File: src/rtl/mem_pkg.sv
// -----------------------------------------------------------------------------
// mem_pkg
// Shared definitions for the data-memory path: default data/address widths
// and the state encoding of the memory access unit FSM. Imported by
// mem_access_unit, data_memory and the MEM pipeline stage.
// -----------------------------------------------------------------------------
package mem_pkg;

  localparam int MEM_DATA_WIDTH = 16;
  localparam int MEM_ADDR_WIDTH = 16;

  // Fixed encoding so the state is readable on a bus trace.
  typedef enum logic [1:0] {
    IDLE      = 2'd0,
    STORE     = 2'd1,
    LOAD_WAIT = 2'd2,
    RESP      = 2'd3
  } state_t;

endpackage : mem_pkg

File: src/rtl/mem_access_unit.sv
// -----------------------------------------------------------------------------
// mem_access_unit
// Initiator side of the data memory interface. Accepts one load or store at a
// time over a valid/ready handshake, drives the memory ports, waits out the
// memory read latency and returns a single-cycle response.
//
// Ports
//   clock, reset_n            system clock, asynchronous active-low reset
//   req_valid / req_ready     request handshake (req_ready is registered)
//   req_write                 1 = store, 0 = load
//   req_address, req_wdata    word address and store data
//   resp_valid                one-cycle response pulse, no back-pressure
//   resp_rdata                load data, 0 for stores and faults
//   resp_fault                address out of range, qualified by resp_valid
//   busy                      state is not IDLE
//   mem_write, mem_address,
//   mem_write_data            towards data_memory
//   mem_read_data             from data_memory
// -----------------------------------------------------------------------------
module mem_access_unit
  import mem_pkg::*;
#(
  parameter int DATA_WIDTH   = MEM_DATA_WIDTH,
  parameter int ADDR_WIDTH   = MEM_ADDR_WIDTH,
  parameter int READ_LATENCY = 1,   // legal range 0..3
  parameter int MEM_DEPTH    = 256
) (
  input  logic                  clock,
  input  logic                  reset_n,

  input  logic                  req_valid,
  output logic                  req_ready,
  input  logic                  req_write,
  input  logic [ADDR_WIDTH-1:0] req_address,
  input  logic [DATA_WIDTH-1:0] req_wdata,

  output logic                  resp_valid,
  output logic [DATA_WIDTH-1:0] resp_rdata,
  output logic                  resp_fault,
  output logic                  busy,

  output logic                  mem_write,
  output logic [ADDR_WIDTH-1:0] mem_address,
  output logic [DATA_WIDTH-1:0] mem_write_data,
  input  logic [DATA_WIDTH-1:0] mem_read_data
);

  // LOAD_WAIT lasts READ_LATENCY+1 cycles: the counter starts at READ_LATENCY
  // and the read data is sampled on the edge where it has reached zero.
  localparam logic [1:0] WAIT_INIT = 2'(READ_LATENCY);

  // One extra bit so the bounds compare is unsigned over the full address
  // width even when MEM_DEPTH equals 2**ADDR_WIDTH.
  localparam logic [ADDR_WIDTH:0] DEPTH_LIMIT = (ADDR_WIDTH+1)'(MEM_DEPTH);

  state_t     r_state;
  logic [1:0] r_wait_cnt;

  logic w_accept;
  logic w_in_range;

  assign w_accept   = req_valid && req_ready && (r_state == IDLE);
  assign w_in_range = ({1'b0, req_address} < DEPTH_LIMIT);
  assign busy       = (r_state != IDLE);

  // The memory-side registers double as the captured request: they are loaded
  // on the accept edge and then held, so later input changes are ignored.
  // Out-of-range requests never reach them, leaving the memory untouched.
  // NOTE: sequential state uses non-blocking assignments so every flop samples
  // the pre-edge value of the others, independent of statement order.
  always_ff @(posedge clock or negedge reset_n) begin
    if (!reset_n) begin
      r_state        <= IDLE;
      r_wait_cnt     <= '0;
      req_ready      <= 1'b0;
      resp_valid     <= 1'b0;
      resp_rdata     <= '0;
      resp_fault     <= 1'b0;
      mem_write      <= 1'b0;
      mem_address    <= '0;
      mem_write_data <= '0;
    end else begin
      case (r_state)
        IDLE: begin
          req_ready <= 1'b1;
          if (w_accept) begin
            req_ready <= 1'b0;
            if (!w_in_range) begin
              r_state    <= RESP;
              resp_valid <= 1'b1;
              resp_fault <= 1'b1;
              resp_rdata <= '0;
            end else if (req_write) begin
              r_state        <= STORE;
              mem_write      <= 1'b1;
              mem_address    <= req_address;
              mem_write_data <= req_wdata;
            end else begin
              r_state     <= LOAD_WAIT;
              mem_address <= req_address;
              r_wait_cnt  <= WAIT_INIT;
            end
          end
        end

        STORE: begin
          r_state    <= RESP;
          mem_write  <= 1'b0;
          resp_valid <= 1'b1;
          resp_fault <= 1'b0;
          resp_rdata <= '0;
        end

        LOAD_WAIT: begin
          if (r_wait_cnt == 2'd0) begin
            r_state    <= RESP;
            resp_valid <= 1'b1;
            resp_fault <= 1'b0;
            resp_rdata <= mem_read_data;
          end else begin
            r_wait_cnt <= r_wait_cnt - 2'd1;
          end
        end

        RESP: begin
          // Ready again for the IDLE cycle that follows; no accept in RESP.
          r_state    <= IDLE;
          req_ready  <= 1'b1;
          resp_valid <= 1'b0;
          resp_fault <= 1'b0;
          resp_rdata <= '0;
        end

        default: begin
          r_state   <= IDLE;
          req_ready <= 1'b0;
          mem_write <= 1'b0;
        end
      endcase
    end
  end

endmodule : mem_access_unit

File: config.mk
export PLATFORM = sky130hd
export DESIGN_NAME = mem_access_unit
export DESIGN_NICKNAME = d
export VERILOG_FILES = /design/src/rtl/mem_pkg.sv /design/src/rtl/mem_access_unit.sv
export SDC_FILE = /design/constraint.sdc
export NUM_CORES = 1
export LEC_CHECK = 0
export ABC_AREA = 1
export CAP_MARGIN = 15
export CORE_UTILIZATION = 45
export CTS_CLUSTER_SIZE = 16
export DETAILED_ROUTE_END_ITERATION = 16
export GPL_ROUTABILITY_DRIVEN = 0
export PLACE_DENSITY = 0.89
export SKIP_LAST_GASP = 1
export SLEW_MARGIN = 0
export SYNTH_ARGS = -nofsm -noshare
export SYNTH_HDL_FRONTEND = slang
export SYNTH_SLANG_ARGS = --single-unit
File: constraint.sdc
create_clock -name clock -period 4.1 [get_ports clock]
set_input_delay 0.41 -clock clock [delete_from_list [all_inputs] [get_ports clock]]
set_output_delay 0.41 -clock clock [all_outputs]
set_load 0.01 [all_outputs]
# Yosys cells after proc, flatten, opt, wreduce, memory -nomap -nowiden
# Cells that the tools add are included.
# Widths: inputs -> output; s select.
op_classes:
  add_sub_neg: 1
  magnitude_cmp: 1
  eq_ne: 10
  muxes: 26
  reduce_logical: 15
op_table:
  columns: ["op", "n"]
  rows:
  - ["$mux 16", 3]
  - ["$pmux 16 s3", 1]
  - ["$lt 16x9->1 const B", 1]
  - ["$mux 2", 8]
  - ["$ne 2x2->1 const B", 7]
  - ["$mux 1", 8]
  - ["$pmux 2 s4", 1]
  - ["$reduce_and 4->1", 2]
  - ["$reduce_bool 2->1", 4]
  - ["$reduce_and 3->1", 2]
  - ["$reduce_and 5->1", 1]
  - ["$eq 2x2->1 const B", 2]
  - ["$logic_not 2->1", 2]
  - ["$pmux 1 s2", 2]
  - ["$pmux 1 s4", 1]
  - ["$pmux 2 s2", 1]
  - ["$pmux 1 s3", 1]
  - ["$eq 2x1->1 const B", 1]
  - ["$logic_and 1x1->1", 2]
  - ["$reduce_and 2->1", 1]
  - ["$reduce_or 2->1", 1]
  - ["$sub 2x1->2 const B", 1]
totals:
  ff_bits: 56
  in_bits: 52

# Logic depth before layout (Yosys ltp)
depth:
  depth_word: 4
  depth_mapped: 10
  mapped_depth_nobuf: 9

# Worst setup path before layout
# Ideal clock, no wire load.
synth_path:
  path_kind: "register to register"
  from: "reg r_state[0]"
  to: "reg mem_write_data[13]"
  setup_ps: 118
  arrival_ps: 1376
  setup_slack_ps: 2606
  path_stages_with_launch: 10
  n_path_buf: 2
  synth_period_minus_slack_ps: 1494
  path_cell_list: "dfrtp_1 -> inv_1 -> ha_1 -> buf_6 -> inv_4 -> nor2_8 -> nand3_4 -> buf_6 -> nand2_1 -> o21ai_2"
synth_via:
  elab_chain_len: 3
synth_lines:
  columns: ["element", "line", "rtl"]
  rows:
  - ["start: declaration", "mem_access_unit.sv:56", "state_t r_state;"]
  - ["start signal: assignment", "mem_access_unit.sv:73", "r_state <= IDLE;"]
  - ["start signal: assignment", "mem_access_unit.sv:89", "r_state <= RESP;"]
  - ["start signal: assignment", "mem_access_unit.sv:94", "r_state <= STORE;"]
  - ["$logic_not 2->1 *", "mem_access_unit.sv:62, mem_access_unit.sv:83", null]
  - ["$logic_and 1x1->1", "mem_access_unit.sv:62", "assign w_accept = req_valid && req_ready && (r_state == IDLE);"]
  - ["$reduce_and 4->1 (no source line) *", null, null]
  - ["end signal: assignment", "mem_access_unit.sv:97", "mem_write_data <= req_wdata;"]
  - ["end: declaration", "mem_access_unit.sv:44", "output logic [DATA_WIDTH-1:0] mem_write_data,"]
# Mark *: on every way between the ends. The rest lies on a longest branch, timed or not.
# A chain may end at the register's enable or synchronous reset.

# Final worst setup path
layout_path:
  from: "reg r_state[1]"
  to: "out busy"
layout_via:
  elab_chain_len: 1
layout_lines:
  columns: ["element", "line", "rtl"]
  rows:
  - ["$reduce_bool 2->1", "mem_access_unit.sv:64", "assign busy = (r_state != IDLE);"]
  - ["end: declaration", "mem_access_unit.sv:40", "output logic busy,"]
# No other way between the ends.

==> run metrics <==
Yosys Warn Count=0; Leak=1.80 nW; Switch Pwr=0.727 mW; vias in the first global route=between 2000 and 2500; # DRC=0; Slew HR=53.0%; cell area after placement=0.00365 mm2; Comb power frac=43.9%; area delta synth->final=42.7%; Tcrit/Tclk final=57.5%; WL final=5770 um; crit-path max FO=10; share of layout cells above drive strength 1=13.6%; DR vias/cell=4.66; Die ar.=0.00613 mm2; Unique masters post-synth=26; initial antenna violation count=0; RSZ-0062 raised after global routing=no; largest net degree at the start of global routing=57; Final setup viols=0; first-pass GRT wire length=9600 um; Max VDD drop=about 0.29 mV; Crit. End Element=primary output; FMAX=roughly 420 MHz; grt ovf=0; Finished Cell Area=0.00374 mm2; Avg Cell Area, Syn=slightly below 10 um2; max cap viols=0; Die X=between 70 and 80 um; IO buf count=104; setup TNS=0 ps; Yosys top cell area share=53.5%; CTS max path bufs=2; clk_lat worst skew=320 ps; # IOs=105; power consumption=around 1.9 mW; CP Launch Type=register; reg-to-reg startpoint=r_state[0]; Inserted Diodes=0; CTS tree=built; Layout fillers=438; Pwr Density=505 mW/mm2; CTS-repair resized insts=0; Core Box Area=0.00557 mm2; post-route ant nets=0; setup bufs post-CTS=0; minimum clock period=2360 ps; All-Layer GR Usage=20.5%; Seq/Total Area, Yosys=53.5%; netlist area before placement=approximately 0.0026 mm2; sw frac=roughly 38%; DP HPWL=4280 um; Clk pwr share=16.6%; Synth area leader=dfrtp_1; Min Hold Slack=207 ps; hold crit path type=in -> async; CTS sink cnt=56; Synth Instances=272; RR Endpoint=resp_fault; count of pins over their slew limit=0; Worst EP arrival=1950 ps; die height=between 70 and 80 um; detailed-route via count=~2100; R2R setup slack=1920 ps; clk root buf=clkbuf_8; worst slew pin tran=706 ps; Initial Util=47.0%; Post-Route Skew=5.73 ps; 1st-iter DRT viols=96; wire per inst=12.9 um; nets@finish=432; worst setup path category=reg -> out; Worst Path Required=roughly 3700 ps; Pint=1.16 mW; cell row count=27; clock-pin transition on the worst setup and hold timing paths=110 ps; Util after Layout=between 60 and 70%; H-tree levels=2; Reg power frac=roughly two fifths; outcome=complete, no violations; worst r2r path cells=9; first-pass iteration count of the detailed router=4; Synth Register Bits=56; Num CTS Buffers=5; Hold Vio Cnt, Final=0; Area contributors post-synth=dfrtp_1 (53%), nand2_1 (12%), o21ai_2 (9.4%), inv_1 (4.6%), ha_1 (2.9%); syn_nets=330; CTS Hold Bufs=0
-- cell usage after synthesis, drive strengths merged --
cell / n
nand2: 90
dfrtp: 56
o21ai: 38
inv: 34
nor2: 18
nand3: 13
buf: 10
ha: 6
a21oi: 4
nand4: 1
nor3: 1
or2: 1
-- metal layers --
layer | routed length [um] | up-vias | part of all wire (%) | global-route usage, %
met3 | 209 | 12 | 3.6 | 3.02
met1 | 2410 | 972 | 42 | 24.8
met4 | 144 | 0 | 2.5 | 9.44
met5 | 0 | - | 0 | 0
met2 | 3010 | 56 | 52 | 35.8
li1 | - | 1045 | - | -
-- flip-flops by register name, summed over array words and instances, names as in the netlist, 2 cells and up --
name and flops:
mem_write_data 16, r_wait_cnt 2, r_state 2, mem_address 16
resp_rdata 16
-- per-stage QoR --
step | std cells | setup slack (ps)
2_1_floorplan | 272 | 2610
3_3_place_gp | 439 | 2060
3_5_place_dp | 439 | 1950
4_1_cts | 447 | 1740
5_1_grt | 447 | 1630
6_report | 447 | 1740
-- final cells by class --
cell class                      count  area, um2  share of cell area, %
Clock buffer                        5       68.8                   1.84
Clock inverter                      3       23.8                  0.636
Inverter                           34        130                   3.48
Multi-Input combinational cell    172        982                   26.3
Timing Repair Buffer              105       1040                   27.9
Sequential cell                    56       1400                   37.5
Tap cell                           72       90.1                   2.41
-- worst max path at each step --
| stage | from | end | slack, ps | depth (start not counted) |
|---|---|---|---|---|
| 6_report | r_state[1] | busy | 1740 | 4 |
| 5_1_grt | r_state[1] | busy | 1630 | 4 |
| 4_1_cts | r_state[0] | busy | 1740 | 4 |
| 3_5_place_dp | r_state[0] | resp_fault | 1950 | 9 |
| 3_3_place_gp | r_state[0] | resp_rdata[2] | 2060 | 9 |
| 2_1_floorplan | r_state[0] | mem_write_data[13] | 2610 | 9 |
-- layout by cell type (no fill, tap or decap) --
cell type	Yosys	final
buf_4	0	1
inv_1	32	32
nand2_4	4	4
buf_2	3	1
nand2_8	1	1
clkdlybuf4s50_1	0	103
nor2_1	14	14
clkinvlp_4	0	2
o21ai_0	4	4
clkinv_4	0	1
nor3_1	1	1
or2_0	1	1
inv_2	1	1
o21ai_2	28	28
nor2_4	1	1
inv_4	1	1
dfrtp_1	56	56
nor2_2	1	1
nor2_8	2	2
nand3_1	12	12
nand2_2	1	1
nand2_1	84	84
o21ai_1	6	6
nand3_4	1	1
ha_1	6	6
nand4_1	1	1
a21oi_1	4	4
clkbuf_8	0	5
-- logic make-up after synthesis --
group | synth area share (%)
fa+ha+maj | 2.87
flops | 53.5
buf+inv | 9.03
compound gates | 12.0
simple gates | 22.6
-- worst max-delay path, stage by stage (launching register included) --
cell and delay [ps]:
dfrtp_1 430, inv_1 120, ha_1 460, inv_4 100, clkdlybuf4s50_1 520
-- power groups by stage --
stage | clock (mW) | sequential (mW) | combinational [mW]
global placement | 0 | 0.753 | 0.803
detailed placement | 0 | 0.757 | 0.833
finish | 0.313 | 0.747 | 0.829
global route | 0.338 | 0.761 | 0.920
floorplan | 0 | 0.789 | 0.524
CTS | 0.321 | 0.747 | 0.836
Power figures use the tool's default switching activity.
